<file path="config.mk">
export PLATFORM = sky130hd
export DESIGN_NAME = relu_array_pipe
export DESIGN_NICKNAME = d
export VERILOG_FILES = /design/src/rtl/relu_pkg.sv /design/src/rtl/relu_lane.sv /design/src/rtl/relu_array_pipe.sv
export SDC_FILE = /design/constraint.sdc
export NUM_CORES = 2
export LEC_CHECK = 0
export CAP_MARGIN = 40
export CORE_MARGIN = 2
export CORE_UTILIZATION = 55
export DETAILED_ROUTE_END_ITERATION = 12
export PLACE_DENSITY_LB_ADDON = 0.05
export SYNTH_ARGS = -nofsm -noshare
export SYNTH_HDL_FRONTEND = slang
export SYNTH_SLANG_ARGS = --single-unit
</file>
<file path="constraint.sdc">
create_clock -name clk -period 6.65 [get_ports clk]
set_input_delay 1.33 -clock clk [delete_from_list [all_inputs] [get_ports clk]]
set_output_delay 1.33 -clock clk [all_outputs]
set_load 0.05 [all_outputs]
</file>
<file path="src/rtl/relu_pkg.sv">
// relu_pkg: activation mode encodings and packed-lane slicing helper for relu_array_pipe
//   MODE_*  : 2-bit activation selects carried with each vector
//   lane_lo : LSB position of lane k in a bus packed at w bits per lane
package relu_pkg;

    localparam logic [1:0] MODE_RELU  = 2'b00;
    localparam logic [1:0] MODE_LEAKY = 2'b01;
    localparam logic [1:0] MODE_CLIP  = 2'b10;
    localparam logic [1:0] MODE_PASS  = 2'b11;

    function automatic int lane_lo(input int k, input int w);
        return k * w;
    endfunction

endpackage

</file>
<file path="src/rtl/relu_lane.sv">
// relu_lane: one lane's combinational activation and saturation slices
//   x_i    in  DATA_W  signed lane input
//   mode_i in  2       activation select
//   clip_i in  OUT_W   clipped-mode ceiling, treated as unsigned
//   y_o    out DATA_W  activation result (registered by the parent as S1)
//   s_i    in  DATA_W  registered activation result from S1
//   q_o    out OUT_W   saturated lane value (registered by the parent as S2)
//   sat_o  out 1       q_o was clamped
module relu_lane
    import relu_pkg::*;
#(
    parameter int DATA_W     = 21,
    parameter int OUT_W      = 16,
    parameter int LEAK_SHIFT = 3
) (
    input  logic signed [DATA_W-1:0] x_i,
    input  logic        [1:0]        mode_i,
    input  logic        [OUT_W-1:0]  clip_i,
    output logic signed [DATA_W-1:0] y_o,
    input  logic signed [DATA_W-1:0] s_i,
    output logic        [OUT_W-1:0]  q_o,
    output logic                     sat_o
);

    logic                     neg;
    logic signed [DATA_W-1:0] leaky;
    logic signed [DATA_W-1:0] clip_ext;
    logic        [DATA_W-OUT_W:0] hi;
    logic                     fits;

    assign neg      = x_i[DATA_W-1];
    assign leaky    = x_i >>> LEAK_SHIFT;
    assign clip_ext = DATA_W'(clip_i);

    always_comb begin
        y_o = x_i;
        case (mode_i)
            MODE_RELU:  y_o = neg ? '0 : x_i;
            MODE_LEAKY: y_o = neg ? leaky : x_i;
            MODE_CLIP:  y_o = neg ? '0 : (x_i > clip_ext ? clip_ext : x_i);
            MODE_PASS:  y_o = x_i;
        endcase
    end

    // The value fits in OUT_W when every bit from the OUT_W sign position upward agrees.
    assign hi    = s_i[DATA_W-1:OUT_W-1];
    assign fits  = (&hi) | ~(|hi);
    assign q_o   = fits ? s_i[OUT_W-1:0] : {s_i[DATA_W-1], {(OUT_W-1){~s_i[DATA_W-1]}}};
    assign sat_o = ~fits;

endmodule

</file>
<file path="src/rtl/relu_array_pipe.sv">
// relu_array_pipe: two-stage valid/ready activation + saturation over N_NEUR*N_IN lanes
//   clk, rst_n          clock, async active-low reset
//   in_valid/in_ready   input handshake; in_data packed DATA_W per lane, lane k at k*DATA_W
//   mode, clip_max      activation select and clip ceiling, sampled with each accepted vector
//   out_valid/out_ready output handshake; out_data packed OUT_W per lane
//   out_sat             at least one lane of out_data was clamped
//   vec_count           output handshakes since reset, wrapping
module relu_array_pipe
    import relu_pkg::*;
#(
    parameter int DATA_W     = 21,
    parameter int OUT_W      = 16,
    parameter int N_NEUR     = 4,
    parameter int N_IN       = 4,
    parameter int LEAK_SHIFT = 3,
    parameter int CNT_W      = 16
) (
    input  logic                            clk,
    input  logic                            rst_n,
    input  logic                            in_valid,
    output logic                            in_ready,
    input  logic [N_NEUR*N_IN*DATA_W-1:0]   in_data,
    input  logic [1:0]                      mode,
    input  logic [OUT_W-1:0]                clip_max,
    output logic                            out_valid,
    input  logic                            out_ready,
    output logic [N_NEUR*N_IN*OUT_W-1:0]    out_data,
    output logic                            out_sat,
    output logic [CNT_W-1:0]                vec_count
);

    localparam int LANES = N_NEUR * N_IN;

    logic [LANES*DATA_W-1:0] act_y;
    logic [LANES*OUT_W-1:0]  sat_y;
    logic [LANES-1:0]        sat_v;

    logic                    s1_valid_q, s1_valid_d;
    logic [LANES*DATA_W-1:0] s1_y_q, s1_y_d;
    logic                    s2_valid_q, s2_valid_d;
    logic [LANES*OUT_W-1:0]  s2_data_q, s2_data_d;
    logic                    s2_sat_q, s2_sat_d;
    logic [CNT_W-1:0]        cnt_q, cnt_d;
    logic                    s1_ready, s2_ready;

    for (genvar k = 0; k < LANES; k++) begin : g_lane
        relu_lane #(
            .DATA_W     (DATA_W),
            .OUT_W      (OUT_W),
            .LEAK_SHIFT (LEAK_SHIFT)
        ) u_lane (
            .x_i    (in_data[lane_lo(k, DATA_W) +: DATA_W]),
            .mode_i (mode),
            .clip_i (clip_max),
            .y_o    (act_y[lane_lo(k, DATA_W) +: DATA_W]),
            .s_i    (s1_y_q[lane_lo(k, DATA_W) +: DATA_W]),
            .q_o    (sat_y[lane_lo(k, OUT_W) +: OUT_W]),
            .sat_o  (sat_v[k])
        );
    end

    // Activation is applied before S1, so mode/clip_max bind to their vector at acceptance.
    always_comb begin
        s2_ready   = !s2_valid_q || out_ready;
        s1_ready   = !s1_valid_q || s2_ready;
        s1_valid_d = s1_ready ? in_valid : s1_valid_q;
        s1_y_d     = (s1_ready && in_valid) ? act_y : s1_y_q;
        s2_valid_d = s2_ready ? s1_valid_q : s2_valid_q;
        s2_data_d  = (s2_ready && s1_valid_q) ? sat_y : s2_data_q;
        s2_sat_d   = (s2_ready && s1_valid_q) ? |sat_v : s2_sat_q;
        cnt_d      = cnt_q + CNT_W'(s2_valid_q && out_ready);
    end

    always_ff @(posedge clk or negedge rst_n) begin
        if (!rst_n) begin
            s1_valid_q <= 1'b0;
            s1_y_q     <= '0;
            s2_valid_q <= 1'b0;
            s2_data_q  <= '0;
            s2_sat_q   <= 1'b0;
            cnt_q      <= '0;
        end else begin
            s1_valid_q <= s1_valid_d;
            s1_y_q     <= s1_y_d;
            s2_valid_q <= s2_valid_d;
            s2_data_q  <= s2_data_d;
            s2_sat_q   <= s2_sat_d;
            cnt_q      <= cnt_d;
        end
    end

    assign in_ready  = s1_ready;
    assign out_valid = s2_valid_q;
    assign out_data  = s2_data_q;
    assign out_sat   = s2_sat_q;
    assign vec_count = cnt_q;

endmodule

</file>
==> metrics.md <==
| Metric | Value |
|---|---|
| Layout cells sized above 1 | `0.0573` |
| Sequential-to-total area share from yosys stat | `0.369` |
| Clock sink count | `611` |
| RSZ-0062 raised after global routing | `no` |
| Post-Syn Area | `41400 um^2` |
| Global route total overflow | `0` |
| Post-synthesis cell count | `5102` |
| Antenna viol nets, final | `0` |
| Synth Area per Inst | `8.11 um^2` |
| Initial DRC count | `6326` |
| Final hold vios | `0` |
| FF+latch count, synth | `611` |
| CTS tree | `built` |
| Port Buffers | `632` |
| FFs w/ async S/R, synth | `1.00` |
| Synth cell types | `between 80 and 90` |
| Final #Nets | `6161` |
| Fillers | `6142` |
| Syn_nets | `5718` |
| Global Route Usage Sum | `0.429` |
| Die Y | `278 um` |
| Crit Path Class | `input pin to flop` |
| Via count | `44700` |
| Vias in the first global route | `41300` |
| Die width | `278 um` |
| Final setup viols | `0` |
| H-tree depth | `3` |
| Nature of the critical path startpoint | `input pin` |
| Hold-fix buffers, CTS | `0` |
| CP max FO | `19` |
| Post-synth EDFFs | `0` |
| Cts repair resizes | `0` |
| Area Overhead vs Synth | `23.7%` |
| Worst slew pin tran | `1170 ps` |
| HP Class | `flop to flop` |
| GR Util met2 | `0.628` |
| Critical Path RT | `7140 ps` |
| First-pass DRT Iterations | `7` |
| Sum Neg Setup Slack | `0 ps` |
| Status | `complete, no violations` |
| Initial core utilization | `0.556` |
| Initial antenna violation count | `48` |
| Power Dens Cells | `270 nW/um^2` |
| Crit path max-delay family | `compound AO/OA/AOI/OAI gates` |
| Number of max-cap violations | `0` |
| Fmax | `around 210 MHz` |
| Clock Latency Late Sink | `between 600 and 700 ps` |
| Worst Clk Skew | `18.2 ps` |
| Critical Path AT | `5180 ps` |
| Avg Vias per Cell | `approximately 6.8` |
| CTS max path bufs | `3` |
| Critical path's slowest cell | `o31ai_4` |
| Critical path's largest stage delay | `780 ps` |
| IO Pins | `between 600 and 700` |
| Core ar. | `74400 um^2` |
| CP cell instances | `clkdlybuf4s50_1, inv_1, buf_4, ha_1, a21o_1, a311oi_2, o211ai_1, o31ai_4, nor2_1, o221ai_1, o21ai_0` |
| Clock network power share | `0.293` |
| Worst setup EP type | `flop` |
| Logic pwr share | `0.354` |
| Largest net degree at the start of global routing | `223` |
| Switching power | `5420 uW` |
| Met3 GRT Util | `0.122` |
| Ys flop type | `dfrtp_1` |
| M1 GR Usage | `0.575` |
| Wire length per cell | `25.8 um` |
| Clock transition at path regs | `60 ps` |
| YS warnings | `0` |
| Row cnt | `100` |
| Most common cell after layout, fill and taps aside | `nand2_1` |
| Rel. slew slack | `0.223` |
| Fin worst setup slack | `1960 ps` |
| Pre-CTS setup slack | `1470 ps` |
| Leak | `0.0213 uW` |
| Slew Viols, Final | `0` |
| Sw Share | `0.391` |
| GR peak layer | `met2` |
| Num CTS Buffers | `72` |
| DRC Markers | `0` |
| CP bufs+invs | `3` |
| Power Internal | `approximately 8400 uW` |
| Reg power frac | `0.353` |
| Die area | `between 70000 and 80000 um^2` |
| Detailed Place HPWL | `117 mm` |
| Number of setup buffers added after CTS | `0` |
| Global-route wire length before repair | `257 mm` |
| Routed WL | `170 mm` |
| Final worst-path cycle share | `0.705` |
| Final min period | `between 4000 and 5000 ps` |
| VDD IR max | `around 0.25 mV` |
| Root Driver | `clkbuf_16` |
| Commonest cells after routing, fill and taps aside | `nand2_1, clkdlybuf4s50_1, dfrtp_1` |
| RePlAce Congestion | `0.960` |
## routing by layer
layer / share of wire / wire (um)
met1: 0.38 / 64900
met5: 0.0012 / 203
met3: 0.13 / 22400
met2: 0.43 / 72400
met4: 0.061 / 10400
## worst paths after layout
| kind | cells past startpoint | endpoint | from | slack (ps) |
|---|---|---|---|---|
| max in group asynchronous | 2 | s1_y_q[47] | rst_n | 4310 |
| max reg2reg | 6 | s1_y_q[47] | s1_valid_q | 3620 |
| min reg2reg | 2 | out_data[250] | out_data[250] | 480 |
| max | 11 | s1_y_q[91] | clip_max[13] | 1960 |
| min | 2 | out_data[250] | out_data[250] | 480 |
| min in group asynchronous | 1 | vec_count[5] | rst_n | 760 |
## final cells by class
class | instances | area (um^2) | area share
timing repair buffer | 774 | 7690 | 0.150
multi-input combinational | 4014 | 24300 | 0.475
tap | 969 | 1210 | 0.0237
antenna | 29 | 72.6 | 0.00142
clock inverter | 28 | 340 | 0.00665
sequential | 611 | 15300 | 0.299
inverter | 72 | 270 | 0.00528
clock buffer | 100 | 2030 | 0.0396
## cell families (layout without fill, tap and decap cells)
family	after synthesis	count (layout)	synth area share
simple gates	1652	1652	0.182
compound gates	2053	2053	0.314
flops	611	611	0.369
other cells	0	29	0
buf+inv	477	974	0.0441
xor+xnor	14	14	0.00296
fa+ha+maj	258	258	0.0780
mux	37	37	0.00983
## sequential cells by signal, summed over array words and instances (netlist names)
signal	flops
vec_count	16
out_valid	1
s1_valid_q	1
out_sat	1
s1_y_q	336
out_data	256
## through the flow
step,hold WS [ps],util,area [um^2],instances,total power [uW]
floorplan,450,-,41400,5102,7800
global placement,460,0.650,48400,6401,9630
detailed placement,466,0.655,48800,6438,9740
CTS,476,0.687,51100,6566,13800
global route,490,0.688,51200,6589,14400
finish,475,0.688,51200,6597,13900
## tightest hold or removal path: stages (launching register included)
cell     delay (ps)
dfrtp_1         340
nand2_1          50
o21ai_0          60
## power by group through the flow
stage	clock [uW]	combinational, uW	sequential [uW]
finish	4060	4900	4890
global route	4220	5220	4960
CTS	4080	4840	4870
detailed placement	0	4810	4930
global placement	0	4720	4920
floorplan	0	1730	6070
## cell usage after synthesis, types with 25 or more instances
library cell / count / share of area
a21oi_1: 548 / 0.066
inv_1: 69 / 0.0063
a21o_1: 45 / 0.0082
o211ai_1: 29 / 0.0053
clkbuf_1: 371 / 0.034
nand3_1: 115 / 0.014
a31oi_1: 141 / 0.021
dfrtp_1: 611 / 0.37
a22o_1: 142 / 0.030
o21ai_0: 548 / 0.066
and2_1: 73 / 0.011
nor4_1: 25 / 0.0038
nor2b_1: 34 / 0.0051
ha_1: 258 / 0.078
a22oi_1: 100 / 0.018
o21a_1: 30 / 0.0054
mux2_2: 29 / 0.0079
nand2b_1: 120 / 0.018
nor3_1: 52 / 0.0063
nand4_1: 69 / 0.010
o221ai_1: 78 / 0.017
a221oi_1: 139 / 0.029
nand2_1: 669 / 0.061
o22ai_1: 91 / 0.014
nor2_1: 415 / 0.038
Power figures use the tool's default switching activity.
